--- src/rtl/spi_stream_shifter.sv ---
// ---------------------------------------------------------------------------
// spi_stream_shifter
//
// Full-duplex SPI-style shifter with a TX FIFO for SSD1306 command/data
// streaming. Words pushed by the sequencer are queued, then shifted out on
// serial_out while serial_in is assembled into rx_data. Consecutive queued
// words share one chip-select frame. Each word carries its own D/C level,
// which appears on dc_out for as long as that word is in flight.
//
// Parameters:
//   WIDTH      - bits per word
//   FIFO_DEPTH - TX FIFO entries (power of two, >= 2)
//   DIV_WIDTH  - width of cfg_div
//
// Ports:
//   clk_in        - system clock
//   reset         - synchronous, active-high reset
//   cfg_div       - SCLK half-period is cfg_div+1 clk_in cycles (latched per word)
//   cfg_cpol      - SCLK idle level (latched per burst)
//   cfg_lsb_first - 1: LSB first, 0: MSB first (latched per burst)
//   wr_valid      - push request
//   wr_data       - word to transmit
//   wr_dc         - D/C level for this word
//   wr_ready      - FIFO can accept a push this cycle
//   fifo_level    - words currently queued
//   busy          - shifter active or FIFO non-empty
//   rx_valid      - one-cycle pulse, rx_data valid
//   rx_data       - word received on serial_in, same bit order as sent
//   sclk          - serial clock (registered)
//   cs_n          - chip select, active low (registered)
//   dc_out        - D/C of the word in flight (registered)
//   serial_out    - MOSI (registered)
//   serial_in     - MISO
// ---------------------------------------------------------------------------
module spi_stream_shifter #(
    parameter int WIDTH      = 8,
    parameter int FIFO_DEPTH = 4,
    parameter int DIV_WIDTH  = 8
) (
    input  logic                              clk_in,
    input  logic                              reset,
    input  logic [DIV_WIDTH-1:0]              cfg_div,
    input  logic                              cfg_cpol,
    input  logic                              cfg_lsb_first,
    input  logic                              wr_valid,
    input  logic [WIDTH-1:0]                  wr_data,
    input  logic                              wr_dc,
    output logic                              wr_ready,
    output logic [$clog2(FIFO_DEPTH+1)-1:0]   fifo_level,
    output logic                              busy,
    output logic                              rx_valid,
    output logic [WIDTH-1:0]                  rx_data,
    output logic                              sclk,
    output logic                              cs_n,
    output logic                              dc_out,
    output logic                              serial_out,
    input  logic                              serial_in
);

    localparam int LVL_W  = $clog2(FIFO_DEPTH + 1);
    localparam int PTR_W  = $clog2(FIFO_DEPTH);
    localparam int EDGE_W = $clog2(2 * WIDTH);
    localparam logic [EDGE_W-1:0] LAST_EDGE = EDGE_W'(2 * WIDTH - 1);

    typedef enum logic [1:0] {
        IDLE,
        SETUP,
        SHIFT,
        HOLD
    } state_t;

    state_t state;
    state_t state_next;

    // ------------------------------------------------------------------
    // TX FIFO: entries hold {dc, data}
    // ------------------------------------------------------------------
    logic [WIDTH:0]     mem [FIFO_DEPTH];
    logic [PTR_W-1:0]   wr_ptr;
    logic [PTR_W-1:0]   rd_ptr;
    logic [LVL_W-1:0]   level;
    logic               full;
    logic               empty;
    logic               push;
    logic               pop;
    logic [WIDTH:0]     head;
    logic [WIDTH-1:0]   head_data;
    logic               head_dc;

    assign full       = (level == LVL_W'(FIFO_DEPTH));
    assign empty      = (level == '0);
    assign wr_ready   = !full && !reset;
    assign push       = wr_valid && wr_ready;
    assign head       = mem[rd_ptr];
    assign head_data  = head[WIDTH-1:0];
    assign head_dc    = head[WIDTH];
    assign fifo_level = level;

    always_ff @(posedge clk_in) begin
        if (push) begin
            mem[wr_ptr] <= {wr_dc, wr_data};
        end
    end

    always_ff @(posedge clk_in) begin
        if (reset) begin
            wr_ptr <= '0;
            rd_ptr <= '0;
            level  <= '0;
        end else begin
            if (push) begin
                wr_ptr <= wr_ptr + PTR_W'(1);
            end
            if (pop) begin
                rd_ptr <= rd_ptr + PTR_W'(1);
            end
            case ({push, pop})
                2'b10:   level <= level + LVL_W'(1);
                2'b01:   level <= level - LVL_W'(1);
                default: level <= level;
            endcase
        end
    end

    // ------------------------------------------------------------------
    // Shifter datapath registers
    // ------------------------------------------------------------------
    logic [WIDTH-1:0]     tx_shift;
    logic [WIDTH-1:0]     rx_shift;
    logic [WIDTH-1:0]     tx_next;
    logic [WIDTH-1:0]     rx_next;
    logic [DIV_WIDTH-1:0] div_q;
    logic [DIV_WIDTH-1:0] div_cnt;
    logic [EDGE_W-1:0]    edge_cnt;
    logic                 cpol_q;
    logic                 lsb_q;
    logic                 tick;

    // FSM strobes
    logic                 load;
    logic                 sclk_edge;
    logic                 lead;
    logic                 last;

    assign tick = (div_cnt == div_q);
    assign busy = (state != IDLE) || !empty;

    always_comb begin
        tx_next = lsb_q ? (tx_shift >> 1) : (tx_shift << 1);
        rx_next = lsb_q ? {serial_in, rx_shift[WIDTH-1:1]}
                        : {rx_shift[WIDTH-2:0], serial_in};
    end

    // ------------------------------------------------------------------
    // FSM
    // ------------------------------------------------------------------
    always_ff @(posedge clk_in) begin
        if (reset) begin
            state <= IDLE;
        end else begin
            state <= state_next;
        end
    end

    // SETUP is a single load cycle; the half-period before the first leading
    // edge is then counted in SHIFT with edge_cnt=0. This makes the first word
    // of a burst and every back-to-back reload share the same timing path.
    always_comb begin
        state_next = state;
        load       = 1'b0;
        sclk_edge  = 1'b0;
        lead       = 1'b0;
        last       = 1'b0;
        case (state)
            IDLE: begin
                if (!empty) begin
                    state_next = SETUP;
                end
            end
            SETUP: begin
                load       = 1'b1;
                state_next = SHIFT;
            end
            SHIFT: begin
                if (tick) begin
                    sclk_edge = 1'b1;
                    lead      = !edge_cnt[0];
                    if (edge_cnt == LAST_EDGE) begin
                        last = 1'b1;
                        // Registered level: a push landing on this edge is not seen.
                        if (!empty) begin
                            load = 1'b1;
                        end else begin
                            state_next = HOLD;
                        end
                    end
                end
            end
            HOLD: begin
                if (tick) begin
                    state_next = IDLE;
                end
            end
            default: state_next = IDLE;
        endcase
    end

    assign pop = load;

    // ------------------------------------------------------------------
    // Datapath and registered pin outputs
    // ------------------------------------------------------------------
    always_ff @(posedge clk_in) begin
        if (reset) begin
            sclk       <= 1'b0;
            cs_n       <= 1'b1;
            dc_out     <= 1'b0;
            serial_out <= 1'b0;
            rx_valid   <= 1'b0;
            rx_data    <= '0;
            tx_shift   <= '0;
            rx_shift   <= '0;
            div_q      <= '0;
            div_cnt    <= '0;
            edge_cnt   <= '0;
            cpol_q     <= 1'b0;
            lsb_q      <= 1'b0;
        end else begin
            rx_valid <= 1'b0;
            case (state)
                IDLE: begin
                    sclk    <= cfg_cpol;
                    cs_n    <= 1'b1;
                    div_cnt <= '0;
                    if (!empty) begin
                        cpol_q <= cfg_cpol;
                        lsb_q  <= cfg_lsb_first;
                    end
                end
                SETUP: begin
                    sclk <= cpol_q;
                    cs_n <= 1'b0;
                end
                SHIFT: begin
                    div_cnt <= tick ? '0 : div_cnt + DIV_WIDTH'(1);
                    if (sclk_edge) begin
                        sclk     <= ~sclk;
                        edge_cnt <= edge_cnt + EDGE_W'(1);
                        if (lead) begin
                            rx_shift <= rx_next;
                        end else if (!last) begin
                            tx_shift   <= tx_next;
                            serial_out <= lsb_q ? tx_next[0] : tx_next[WIDTH-1];
                        end
                    end
                    if (last) begin
                        edge_cnt <= '0;
                        rx_valid <= 1'b1;
                        rx_data  <= rx_shift;
                    end
                end
                HOLD: begin
                    div_cnt <= tick ? '0 : div_cnt + DIV_WIDTH'(1);
                    if (tick) begin
                        cs_n <= 1'b1;
                    end
                end
                default: begin
                    cs_n <= 1'b1;
                end
            endcase

            // Word load (first of a burst or gapless reload) overrides counters.
            if (load) begin
                tx_shift   <= head_data;
                serial_out <= lsb_q ? head_data[0] : head_data[WIDTH-1];
                dc_out     <= head_dc;
                div_q      <= cfg_div;
                div_cnt    <= '0;
                edge_cnt   <= '0;
            end
        end
    end

endmodule

--- config.mk ---
export PLATFORM = sky130hd
export DESIGN_NAME = spi_stream_shifter
export DESIGN_NICKNAME = d
export VERILOG_FILES = /design/src/rtl/spi_stream_shifter.sv
export SDC_FILE = /design/constraint.sdc
export NUM_CORES = 1
export LEC_CHECK = 0
export ABC_AREA = 1
export CELL_PAD_IN_SITES_DETAIL_PLACEMENT = 1
export CELL_PAD_IN_SITES_GLOBAL_PLACEMENT = 1
export CORE_ASPECT_RATIO = 0.6
export CORE_MARGIN = 2
export CORE_UTILIZATION = 43
export CTS_CLUSTER_SIZE = 20
export DETAILED_ROUTE_END_ITERATION = 10
export DONT_BUFFER_PORTS = 1
export PLACE_DENSITY = 0.77
export REMOVE_ABC_BUFFERS = 1
export SLEW_MARGIN = 30
export SYNTH_ARGS = -nofsm -noshare
export SYNTH_HDL_FRONTEND = slang
export SYNTH_SLANG_ARGS = --single-unit
--- constraint.sdc ---
create_clock -name clk_in -period 2.3 [get_ports clk_in]
set_input_delay 0.46 -clock clk_in [delete_from_list [all_inputs] [get_ports clk_in]]
set_output_delay 0.46 -clock clk_in [all_outputs]
set_load 0.05 [all_outputs]
==> metrics.md, run 1 <==
| Metric | Value |
|---|---|
| Mapped cell area | `4490 um^2` |
| Nets | `581` |
| P per Cell Area | `1070 nW/um^2` |
| DRT Wirelength | `11200 um` |
| #FFs+latches synth | `98` |
| Crit Path Category | `flip-flop to flip-flop` |
| Pleak | `approximately 0.002 uW` |
| Most common cell after layout, fill and taps aside | `nand2_1` |
| CTS tree | `built` |
| Fin area | `5120 um^2` |
| WL per Instance | `16.4 um` |
| Crit path launch type | `flip-flop` |
| Chip Width | `roughly 140 um` |
| RD Place Congestion | `about 0.8` |
| Core box area | `~10000 um^2` |
| Clock sink count | `around 100` |
| RSZ-0062 raised after global routing | `true` |
| Sequential Power Share | `40.7%` |
| Total GRT Usage | `21.1%` |
| Slew Viols, Final | `0` |
| DRC | `0` |
| Initial antenna violation count | `1` |
| Layout cells sized above 1 | `roughly 14%` |
| Layout area overhead | `14.0%` |
| Initial Utilization | `between 40% and 50%` |
| Max_cap viols | `0` |
| Largest net degree at the start of global routing | `46` |
| First-pass GRT wire length | `18700 um` |
| GRT overflow | `0` |
| Peak supply drop | `497 uV` |
| Switching Share | `36.1%` |
| Syn_area_per_cell | `8.60 um^2` |
| HP Class | `input pin to flip-flop` |
| Crit path time final | `2.16 ns` |
| FFs w/ async S/R, synth | `0%` |
| Slew of the pin with the lowest slew margin | `0.574 ns` |
| Via density | `5.24` |
| CP arrival | `approximately 2.4 ns` |
| Outcome | `finished, final reports clean` |
| Commonest cells after routing, fill and taps aside | `nand2_1 (80), inv_1 (63), o21ai_0 (63), dfxtp_1 (59), nor2_1 (50)` |
| Final hold violations | `0` |
| Port bufs | `0` |
| Critical Path End Type | `flip-flop` |
| Die Span Y | `83.1 um` |
| CP cell instances | `xnor2_1 > nand2_1 > nor2_4 > nand4_4 > a21boi_4 > ha_1 > inv_1 > fa_2 > a21oi_1 > o21ai_1 > o21ai_1 > a21oi_1` |
| Crit path max fanout | `3` |
| Htree depth | `3` |
| Internal power | `3510 uW` |
| CP max-delay cell | `fa_2` |
| Routed vias | `3590` |
| DP HPWL | `slightly below 8000 um` |
| TritonCTS Buffers | `9` |
| Clock buffer depth | `2` |
| Dominant synthesized flop cell | `dfxtp_1` |
| Logic pwr share | `30.8%` |
| Yosys warning total | `0` |
| DP Area | `4750 um^2` |
| Post-synth EDFFs | `36` |
| Post-route setup TNS | `0 ns` |
| Final ANT Viol Nets | `0` |
| Clock power frac | `28.5%` |
| Router iterations before antenna repair | `4` |
| Clk pin slew, worst setup/hold paths | `0.07 ns` |
| Crit path largest cell delay | `between 0.3 and 0.4 ns` |
| WP data required | `2.53 ns` |
| Initial DRC Count | `217` |
| Clk_skew | `0.00889 ns` |
| DIE AREA | `11300 um^2` |
| Max Freq | `462 MHz` |
| Seq/Total Area, Yosys | `51.7%` |
| Yosys cell types | `39` |
| Slew HR | `between 60% and 70%` |
| Root buf cell | `clkbuf_16` |
| Worst skew pair latency | `between 0.3 and 0.4 ns` |
| # rows | `28` |
| Final setup viols | `0` |
| Vias in the first global route | `approximately 3700` |
| Psw | `1980 uW` |
| I/O pin total | `slightly above 40` |
| Post-Syn Instances | `522` |
| Post-route clock period utilization | `94.1%` |
final timing paths:
kind	startpoint	to	slack (ns)	cells after the start
max	div_cnt[3]$_SDFFE_PP0P_	fifo_level[2]$_SDFFE_PP0P_	0.14	12
min	reset	rx_valid$_SDFF_PP0_	0.18	1
max reg2reg	div_cnt[3]$_SDFFE_PP0P_	fifo_level[2]$_SDFFE_PP0P_	0.14	12
min reg2reg	rx_shift[0]$_SDFFE_PP0P_	rx_shift[0]$_SDFFE_PP0P_	0.47	2
kinds of logic (layout without fill, tap and decap cells):
logic type	count (synthesis)	after routing	synth area share, %
mux	1	1	0.223
simple gates	180	180	18.2
buf+inv	90	117	8.33
fa+ha+maj	14	14	4.07
other cells	0	1	0
xor+xnor	10	10	1.95
compound gates	129	129	15.5
flops	98	98	51.7
cell usage after synthesis, drive strengths merged, types with 3 or more instances:
cell | count | area share [%]
buf | 10 | 1.6
nand4 | 5 | 1.0
a21oi | 39 | 4.3
xor2 | 6 | 1.2
dfxtp | 62 | 28
nand2 | 88 | 7.8
nor2 | 56 | 5.4
o21ai | 71 | 7.9
o22ai | 8 | 1.1
inv | 70 | 5.9
nor3 | 3 | 0.45
a211oi | 6 | 1.0
xnor2 | 4 | 0.78
edfxtp | 36 | 24
nand3 | 26 | 3.2
clkbuf | 9 | 0.75
ha | 13 | 3.6
state kept, by name, indices dropped and copies added (netlist names), 2 cells and up, named ones only:
name / count
rx_data: 8
tx_shift: 8
rd_ptr: 2
rx_shift: 8
div_cnt: 8
fifo_level: 3
mem: 36
edge_cnt: 4
div_q: 8
wr_ptr: 2
state: 2
metrics by stage:
stage | std cells | util, % | worst slack [ns] | total power, uW | hold WS (ns)
floorplan | 503 | - | -0.933 | 3350 | 0.436
global placement | 664 | 47.4 | 0.0913 | 3800 | 0.455
finish | 685 | 51.1 | 0.136 | 5490 | 0.183
CTS | 682 | 50.8 | 0.0138 | 5490 | 0.173
detailed placement | 664 | 47.4 | 0.0101 | 3880 | 0.465
global route | 684 | 51.1 | -0.0336 | 5840 | 0.168
layout make-up:
cell class,count,area [um^2]
Clock inverter,3,46.3
Fill cell,1213,4900
Tap cell,135,169
Sequential cell,98,2330
Timing Repair Buffer,30,225
Antenna cell,1,2.50
Clock buffer,13,270
Multi-Input combinational cell,334,1810
Inverter,71,269
critical path: cells and delay by family, from the launching register on:
kind                     cells  cell delay [ns]
AND/OR/NAND/NOR              3             0.40
adder cells (fa/ha/maj)      2             0.51
XOR/XNOR                     1             0.17
AO/OA/AOI/OAI                5             0.58
buffers and inverters        1             0.07
flip-flops                   1             0.32
power groups by stage:
stage                     sequential, uW  clock, uW  combinational (uW)
after floorplan                     2280          0                1070
after global placement              2260          0                1550
after detailed placement            2270          0                1610
after CTS                           2230       1590                1660
after global routing                2270       1670                1890
final                               2240       1560                1690
timing repair:
item | in CTS | in global routing
endpoints found under the setup margin | 1 | 11
hold buffers | 0 | 0
pin swaps | 3 | 3
setup buffers | 2 | 2
gates resized for setup | 7 | 6
layer usage:
metal / GRT usage, % / share of wire [%] / up-vias
met5: 0 / 0 / -
met4: 4.73 / 0.95 / 0
met3: 6.84 / 6.7 / 11
met2: 33.0 / 45 / 69
met1: 28.6 / 48 / 1740
li1: - / - / 1770
No activity file was read; power rests on OpenSTA's default activity.
==> run 2, diff against run 1 <==
--- a/config.mk
+++ b/config.mk
@@ -20,3 +20,4 @@
 export SYNTH_ARGS = -nofsm -noshare
 export SYNTH_HDL_FRONTEND = slang
 export SYNTH_SLANG_ARGS = --single-unit
+export TNS_END_PERCENT = 20
==> results of run 2 <==
The final DEF is identical to that of run 1; final timing and power are the same.
==> run 3, diff against run 2 <==
--- a/config.mk
+++ b/config.mk
@@ -16,7 +16,7 @@
 export DONT_BUFFER_PORTS = 1
 export PLACE_DENSITY = 0.77
 export REMOVE_ABC_BUFFERS = 1
-export SLEW_MARGIN = 30
+export SLEW_MARGIN = 20
 export SYNTH_ARGS = -nofsm -noshare
 export SYNTH_HDL_FRONTEND = slang
 export SYNTH_SLANG_ARGS = --single-unit
==> results of run 3 <==
The final DEF is identical to that of run 1; final timing and power are the same.
